File: src/rtl/sccb_target_if.sv
// SCCB target bus lines plus register-port signals.
// The slave modport is the target side; master is the bus/register model side.
interface sccb_target_if;
  logic       sccb_clk_in;
  logic       sccb_data_in;
  logic       sccb_data_out;
  logic       sccb_data_en;
  logic       reg_wr;
  logic [7:0] reg_addr;
  logic [7:0] reg_wdata;
  logic [7:0] reg_rdata;
  logic       busy;

  modport slave (
    input  sccb_clk_in,
    input  sccb_data_in,
    input  reg_rdata,
    output sccb_data_out,
    output sccb_data_en,
    output reg_wr,
    output reg_addr,
    output reg_wdata,
    output busy
  );

  modport master (
    output sccb_clk_in,
    output sccb_data_in,
    output reg_rdata,
    input  sccb_data_out,
    input  sccb_data_en,
    input  reg_wr,
    input  reg_addr,
    input  reg_wdata,
    input  busy
  );
endinterface

File: src/rtl/sccb_target.sv
// Oversampled SCCB/I2C-style target decoding ID, sub-address,
// write data and read requests onto a simple register port.
module sccb_target #(
  parameter logic [6:0] DEV_ID   = 7'h30,
  parameter bit         ACK_EN   = 1'b1,
  parameter bit         AUTO_INC = 1'b1
) (
  input logic          clk,
  input logic          rst,
  sccb_target_if.slave bus
);

  typedef enum logic [3:0] {
    IDLE, ID, ID_ACK, SUB, SUB_ACK,
    WDATA, WDATA_ACK, RDATA, RDATA_ACK, WAIT_STOP
  } state_t;

  logic [1:0] scl_sy, sda_sy;
  logic       scl_d, sda_d;
  logic       scl_s, sda_s;
  logic       rise, fall, start, stop;

  state_t     state_q, state_n;
  logic [3:0] cnt_q, cnt_n;
  logic [7:0] sh_q, sh_n;
  logic [7:0] addr_q, addr_n;
  logic [7:0] wdata_q, wdata_n;
  logic [7:0] byte_in;
  logic [7:0] addr_inc;
  logic       rw_q, rw_n;
  logic       ack_q, ack_n;
  logic       en_q, en_n;
  logic       out_q, out_n;
  logic       wr_q, wr_n;
  logic       busy_q, busy_n;

  // Idle bus is high, so sync and history flops reset high.
  always_ff @(posedge clk or posedge rst) begin
    if (rst) begin
      scl_sy <= 2'b11;
      sda_sy <= 2'b11;
      scl_d  <= 1'b1;
      sda_d  <= 1'b1;
    end else begin
      scl_sy <= {scl_sy[0], bus.sccb_clk_in};
      sda_sy <= {sda_sy[0], bus.sccb_data_in};
      scl_d  <= scl_sy[1];
      sda_d  <= sda_sy[1];
    end
  end

  assign scl_s = scl_sy[1];
  assign sda_s = sda_sy[1];
  assign rise  = scl_s & ~scl_d;
  assign fall  = ~scl_s & scl_d;
  // SCL must be high in both samples so a joint change counts as data.
  assign start = scl_s & scl_d & sda_d & ~sda_s;
  assign stop  = scl_s & scl_d & ~sda_d & sda_s;

  assign byte_in  = {sh_q[6:0], sda_s};
  assign addr_inc = AUTO_INC ? addr_q + 8'd1 : addr_q;

  always_comb begin
    state_n = state_q;
    cnt_n   = cnt_q;
    sh_n    = sh_q;
    addr_n  = addr_q;
    wdata_n = wdata_q;
    rw_n    = rw_q;
    ack_n   = ack_q;
    en_n    = en_q;
    out_n   = out_q;
    wr_n    = 1'b0;
    busy_n  = busy_q;
    if (start) begin
      state_n = ID;
      cnt_n   = 4'd0;
      busy_n  = 1'b1;
      en_n    = 1'b0;
      out_n   = 1'b1;
    end else if (stop) begin
      state_n = IDLE;
      busy_n  = 1'b0;
      en_n    = 1'b0;
      out_n   = 1'b1;
    end else begin
      unique case (state_q)
        ID: begin
          if (rise) begin
            sh_n  = byte_in;
            cnt_n = cnt_q + 4'd1;
          end else if (fall && cnt_q == 4'd8) begin
            cnt_n = 4'd0;
            if (sh_q[7:1] == DEV_ID) begin
              state_n = ID_ACK;
              rw_n    = sh_q[0];
              en_n    = ACK_EN;
              out_n   = 1'b0;
            end else begin
              state_n = WAIT_STOP;
            end
          end
        end
        ID_ACK: begin
          if (fall) begin
            cnt_n = 4'd0;
            if (rw_q) begin
              state_n = RDATA;
              sh_n    = bus.reg_rdata;
              en_n    = 1'b1;
              out_n   = bus.reg_rdata[7];
            end else begin
              state_n = SUB;
              en_n    = 1'b0;
              out_n   = 1'b1;
            end
          end
        end
        SUB, WDATA: begin
          if (rise) begin
            sh_n  = byte_in;
            cnt_n = cnt_q + 4'd1;
            if (cnt_q == 4'd7) begin
              if (state_q == SUB) begin
                addr_n = byte_in;
              end else begin
                wdata_n = byte_in;
                wr_n    = 1'b1;
              end
            end
          end else if (fall && cnt_q == 4'd8) begin
            state_n = (state_q == SUB) ? SUB_ACK : WDATA_ACK;
            cnt_n   = 4'd0;
            en_n    = ACK_EN;
            out_n   = 1'b0;
          end
        end
        SUB_ACK, WDATA_ACK: begin
          if (fall) begin
            state_n = WDATA;
            en_n    = 1'b0;
            out_n   = 1'b1;
            if (state_q == WDATA_ACK) addr_n = addr_inc;
          end
        end
        RDATA: begin
          if (fall) begin
            if (cnt_q == 4'd7) begin
              state_n = RDATA_ACK;
              cnt_n   = 4'd0;
              ack_n   = 1'b0;
              en_n    = 1'b0;
              out_n   = 1'b1;
            end else begin
              sh_n  = {sh_q[6:0], 1'b0};
              out_n = sh_q[6];
              cnt_n = cnt_q + 4'd1;
            end
          end
        end
        RDATA_ACK: begin
          if (rise) begin
            if (sda_s) begin
              state_n = WAIT_STOP;
            end else begin
              ack_n  = 1'b1;
              addr_n = addr_inc;
            end
          end else if (fall && ack_q) begin
            // Reload after the pointer moved so reg_rdata is current.
            state_n = RDATA;
            ack_n   = 1'b0;
            sh_n    = bus.reg_rdata;
            en_n    = 1'b1;
            out_n   = bus.reg_rdata[7];
            cnt_n   = 4'd0;
          end
        end
        default: ;
      endcase
    end
  end

  always_ff @(posedge clk or posedge rst) begin
    if (rst) begin
      state_q <= IDLE;
      cnt_q   <= 4'd0;
      sh_q    <= 8'h00;
      addr_q  <= 8'h00;
      wdata_q <= 8'h00;
      rw_q    <= 1'b0;
      ack_q   <= 1'b0;
      en_q    <= 1'b0;
      out_q   <= 1'b1;
      wr_q    <= 1'b0;
      busy_q  <= 1'b0;
    end else begin
      state_q <= state_n;
      cnt_q   <= cnt_n;
      sh_q    <= sh_n;
      addr_q  <= addr_n;
      wdata_q <= wdata_n;
      rw_q    <= rw_n;
      ack_q   <= ack_n;
      en_q    <= en_n;
      out_q   <= out_n;
      wr_q    <= wr_n;
      busy_q  <= busy_n;
    end
  end

  assign bus.sccb_data_en  = en_q;
  assign bus.sccb_data_out = out_q;
  assign bus.reg_wr        = wr_q;
  assign bus.reg_addr      = addr_q;
  assign bus.reg_wdata     = wdata_q;
  assign bus.busy          = busy_q;

endmodule
File: src/flat_wrapper.sv
// flat-port wrapper written by rule: the top's interface ports become plain ports
module sccb_target_flat 
#(
  parameter logic [6:0] DEV_ID   = 7'h30,
  parameter bit         ACK_EN   = 1'b1,
  parameter bit         AUTO_INC = 1'b1
)
  (clk, rst, bus_sccb_clk_in, bus_sccb_data_in, bus_reg_rdata, bus_sccb_data_out, bus_sccb_data_en, bus_reg_wr, bus_reg_addr, bus_reg_wdata, bus_busy);
  sccb_target_if bus_i ();
  input logic clk;
  input logic rst;
  input wire logic [$bits(bus_i.sccb_clk_in)-1:0] bus_sccb_clk_in;
  input wire logic [$bits(bus_i.sccb_data_in)-1:0] bus_sccb_data_in;
  input wire logic [$bits(bus_i.reg_rdata)-1:0] bus_reg_rdata;
  output wire logic [$bits(bus_i.sccb_data_out)-1:0] bus_sccb_data_out;
  output wire logic [$bits(bus_i.sccb_data_en)-1:0] bus_sccb_data_en;
  output wire logic [$bits(bus_i.reg_wr)-1:0] bus_reg_wr;
  output wire logic [$bits(bus_i.reg_addr)-1:0] bus_reg_addr;
  output wire logic [$bits(bus_i.reg_wdata)-1:0] bus_reg_wdata;
  output wire logic [$bits(bus_i.busy)-1:0] bus_busy;
  assign bus_i.sccb_clk_in = bus_sccb_clk_in;
  assign bus_i.sccb_data_in = bus_sccb_data_in;
  assign bus_i.reg_rdata = bus_reg_rdata;
  assign bus_sccb_data_out = bus_i.sccb_data_out;
  assign bus_sccb_data_en = bus_i.sccb_data_en;
  assign bus_reg_wr = bus_i.reg_wr;
  assign bus_reg_addr = bus_i.reg_addr;
  assign bus_reg_wdata = bus_i.reg_wdata;
  assign bus_busy = bus_i.busy;
  sccb_target #(.DEV_ID(DEV_ID), .ACK_EN(ACK_EN), .AUTO_INC(AUTO_INC)) u_core (.clk(clk), .rst(rst), .bus(bus_i));
endmodule
File: config.mk
export PLATFORM = sky130hd
export DESIGN_NAME = sccb_target_flat
export DESIGN_NICKNAME = d
export VERILOG_FILES = /design/src/rtl/sccb_target_if.sv /design/src/rtl/sccb_target.sv /design/src/flat_wrapper.sv
export SDC_FILE = /design/constraint.sdc
export NUM_CORES = 1
export LEC_CHECK = 0
export ABC_CLOCK_PERIOD_IN_PS = 2500
export BUFFER_PORTS_ARGS = -buffer_cell sky130_fd_sc_hd__buf_4
export CORE_ASPECT_RATIO = 1.25
export CORE_UTILIZATION = 45
export CTS_CLUSTER_DIAMETER = 60
export DETAILED_ROUTE_END_ITERATION = 6
export PLACE_DENSITY = 0.66
export SYNTH_ARGS = -nofsm -noshare
export SYNTH_HDL_FRONTEND = slang
export SYNTH_SLANG_ARGS = --single-unit
export TNS_END_PERCENT = 30
File: constraint.sdc
create_clock -name clk -period 2.5 [get_ports clk]
set_input_delay 0.25 -clock clk [delete_from_list [all_inputs] [get_ports clk]]
set_output_delay 0.25 -clock clk [all_outputs]
set_load 0.005 [all_outputs]
==> reports/metrics.cfg <==
[critical_path]
data_required_time_of_the_critical_path_ns = 2.70
reg2reg_setup_slack_ns = 0.22
setup.worst_path.end_class = flop
timing.setup.critical_path_class = reg2reg
crit_path_max_cell_delay_ns = 0.65
crit_family = simple AND/OR/NAND/NOR gates
crit_slowest_cell = sky130_fd_sc_hd__dfrtp_1
critical_path_arrival_ns = 2.48
cp_buf_inv_count = 0
critPathMaxFanout = 17
reg2regPathDepth = 5
reg_to_reg_startpoint = u_core.state_q[3]
rr_endpoint = u_core.sh_q[7]
start_kind = flop
crit_chain = or4b_4, o21a_1, or2_4, nand3_4, mux2_4
path_depth = 5

[sta]
skew_ns = 0.00934
min_period_ns = 2.28
slew_headroom_pct = 47.2
setup_violation_total_in_the_final_timing_report = 0
timing.fmax_ghz = 0.438
timing.final.hold_violations = 16
timing.hold.ws_ns = -0.0100
setup_total_negative_slack_ns = 0
final_min_period_over_clock_period_pct = 91.4
timing_worst_slew_pin_value_ns = 0.787
timing.final.max_slew_violations = 0
unrepaired_setup_endpoints_after_global_routing = no

[cells_and_area]
multiInputGateArea_um2 = 1540
filler_cell_count = 555
ant_diodes = 0
postLayoutCoreUtil_pct = 54.8
drive_gt1_share_pct = 29.9
finish.net_count = 332
sequential_cell_area_um2 = 1110
area_growth_pct = 16.0

[yosys]
synth_enable_flop_cells = 0
netlist_instances = 283
synth_xor_xnor_area_share_pct = 1.22
postSynth.topFlopCell = sky130_fd_sc_hd__dfrtp_1
fraction_of_the_mapped_netlist_area_in_compound_gates_pct = 16.5
synthesis.area_um2 = 2770
synth_top_family_by_area = simple AND/OR/NAND/NOR gates
asyncSetResetFlopFracSynth_pct = 100
seq_area_frac_synth_pct = 40.1
synth_simple_gate_area_share_pct = 24.6
synth.mux.area_fraction_pct = 11.9
synth-warning-count = 0
syn-mean-instance-area_um2 = 9.78
synthAdderAreaFrac_pct = 1.36
synth_cell_types = 70
yosys_register_bits = 44
mapped_nets = 298

[global_routing]
first_global_vias = 2224
grt_first_pass_wirelength_um = 11000
antenna_found_initial = 0
grt_overflow = 0
grt_start_max_net_pins = 24
grt_usage_pct = 22.6

[detailed_routing]
wl_per_cell_um = 16.2
detailedRoute.firstPassIterationCount = 4
via_count = 2272
post_route_wl_um = 6500
initialDrtViolationCount = 136
remaining_drc_errors = 0
vias_per_cell = 5.68
antenna_violating_nets_post_route = 0

[cts]
tritoncts.num_buffers = 5
clock_tree_from_tritoncts = done
clock_latency_ns = 0.30
cts_resized = 0
cts_max_level = 2
clkSlewWorstSetupHoldPaths_ns = 0.09
number_of_sinks_handled_by_clock_tree_synthesis = 44
cts_buffer_depth = 2
clockRootBuffer = sky130_fd_sc_hd__clkbuf_8

[power]
power_per_cell_area_nw_per_um2 = 964
vdd_drop_max_mv = 0.419
leakagePower_nw = 1.41

[job]
timing.max_cap.violations = 0

[floorplan]
rows = 31
coreArea_um2 = 5860
die_y_um = 89.7
fp.dieW_um = 72.1
fp.dieArea_um2 = 6470
top_level_ports = 32
initial_utilization_pct = 47.3

[run_status]
violations = negative hold slack
run_status = finished, violations left

[place]
port_buffers = 31
gp_congestion = 0.919
placed_wire_length_estimate_after_detailed_placement_um = 4840

[worst_hold_path]
min-delay-path-class = in2async

[cell usage in the layout (no fill, tap or decap), drive strengths merged, types with 5 or more instances in the layout]
cell type	instances
a21oi	18
buf	42
clkbuf	6
dfrtp	37
dfstp	7
inv	5
mux2	22
nand2	38
nand2b	7
nand3	11
nor2	16
nor3	6
o21ai	16
or2	5
[layout make-up]
cell class | count | area share [%]
clock inverters | 2 | 1.21
multi-input cells | 218 | 47.9
inverters | 6 | 0.702
flip-flops and latches | 44 | 34.6
well taps | 82 | 3.20
repair buffers | 42 | 9.82
clock buffers | 6 | 2.57
[what timing repair did]
item,CTS,global route
setup endpoints to repair,0,4
hold buffers,0,0
setup buffers,0,1
[stage by stage]
step	hold slack (ns)	setup slack (ns)	std cells	power (mW)	instance area, um^2
floorplan	0.254	0.507	283	2.14	2770
global placement	0.330	0.254	391	2.48	3080
detailed placement	0.341	0.241	391	2.51	3080
CTS	0.00529	0.225	399	3.10	3200
global route	0.0298	0.105	400	3.33	3210
finish	-0.0100	0.216	400	3.09	3210
[state kept, by name, summed over array words and instances, names as in the netlist, 2 cells and up]
name	flops
u_core.sda_sy	2
u_core.bus.reg_wdata	8
u_core.bus.reg_addr	8
u_core.scl_sy	2
u_core.sh_q	8
u_core.state_q	4
u_core.cnt_q	4
[metal layers]
layer  wire length [um]  up-vias  GRT usage (%)
met5                  0        -              0
met4                225        0           11.1
met3                293       20           3.79
met2               3180       60           37.9
met1               2800     1098           28.3
li1                   -     1094              -
[worst register-to-register path, delay by kind of cell (launching register included)]
| kind | cells | cell delay [ns] |
|---|---|---|
| simple gates | 3 | 0.99 |
| compound gates | 1 | 0.22 |
| mux | 1 | 0.32 |
| flops | 1 | 0.65 |
[cell usage after synthesis, drive strengths merged (3+ instances only)]
library cell / n / share of area, %
a21oi: 18 / 3.3
a31oi: 4 / 0.90
and2: 3 / 0.68
and3: 4 / 0.90
buf: 10 / 2.8
clkbuf: 5 / 0.77
dfrtp: 37 / 33
dfstp: 7 / 6.6
ha: 3 / 1.4
inv: 6 / 0.81
mux2: 22 / 10
mux2i: 4 / 1.4
nand2: 38 / 5.2
nand2b: 7 / 1.6
nand3: 11 / 2.4
nand3b: 4 / 1.1
nor2: 16 / 2.3
nor2b: 4 / 0.90
nor3: 6 / 1.3
nor3b: 3 / 0.81
nor4: 3 / 1.2
o21ai: 16 / 2.9
o21bai: 3 / 0.81
o22ai: 4 / 0.90
or2: 5 / 1.2
[how the worst max path moves through the flow]
stage	startpoint	endpoint
5_1_grt	u_core.state_q[2]	u_core.bus.reg_addr[1]
2_1_floorplan	u_core.state_q[1]	u_core.sh_q[0]
3_5_place_dp	u_core.state_q[3]	u_core.sh_q[7]
6_report	u_core.state_q[3]	u_core.sh_q[7]
4_1_cts	u_core.state_q[3]	u_core.sh_q[7]
3_3_place_gp	u_core.state_q[3]	u_core.sh_q[3]
[logic make-up after synthesis]
group | Yosys count
buffers and inverters | 21
muxes | 26
DFF | 44
xor gates and xnor gates | 3
adders and majority gates | 3
AOI/OAI and AO/OA | 66
and+or+nand+nor | 120
[power breakdown]
part	internal, mW	total [mW]	switching (mW)
registers	0.903	1.17	0.271
clock network	0.327	0.582	0.256
logic	0.702	1.34	0.635
No activity file was read; power rests on OpenSTA's default activity.
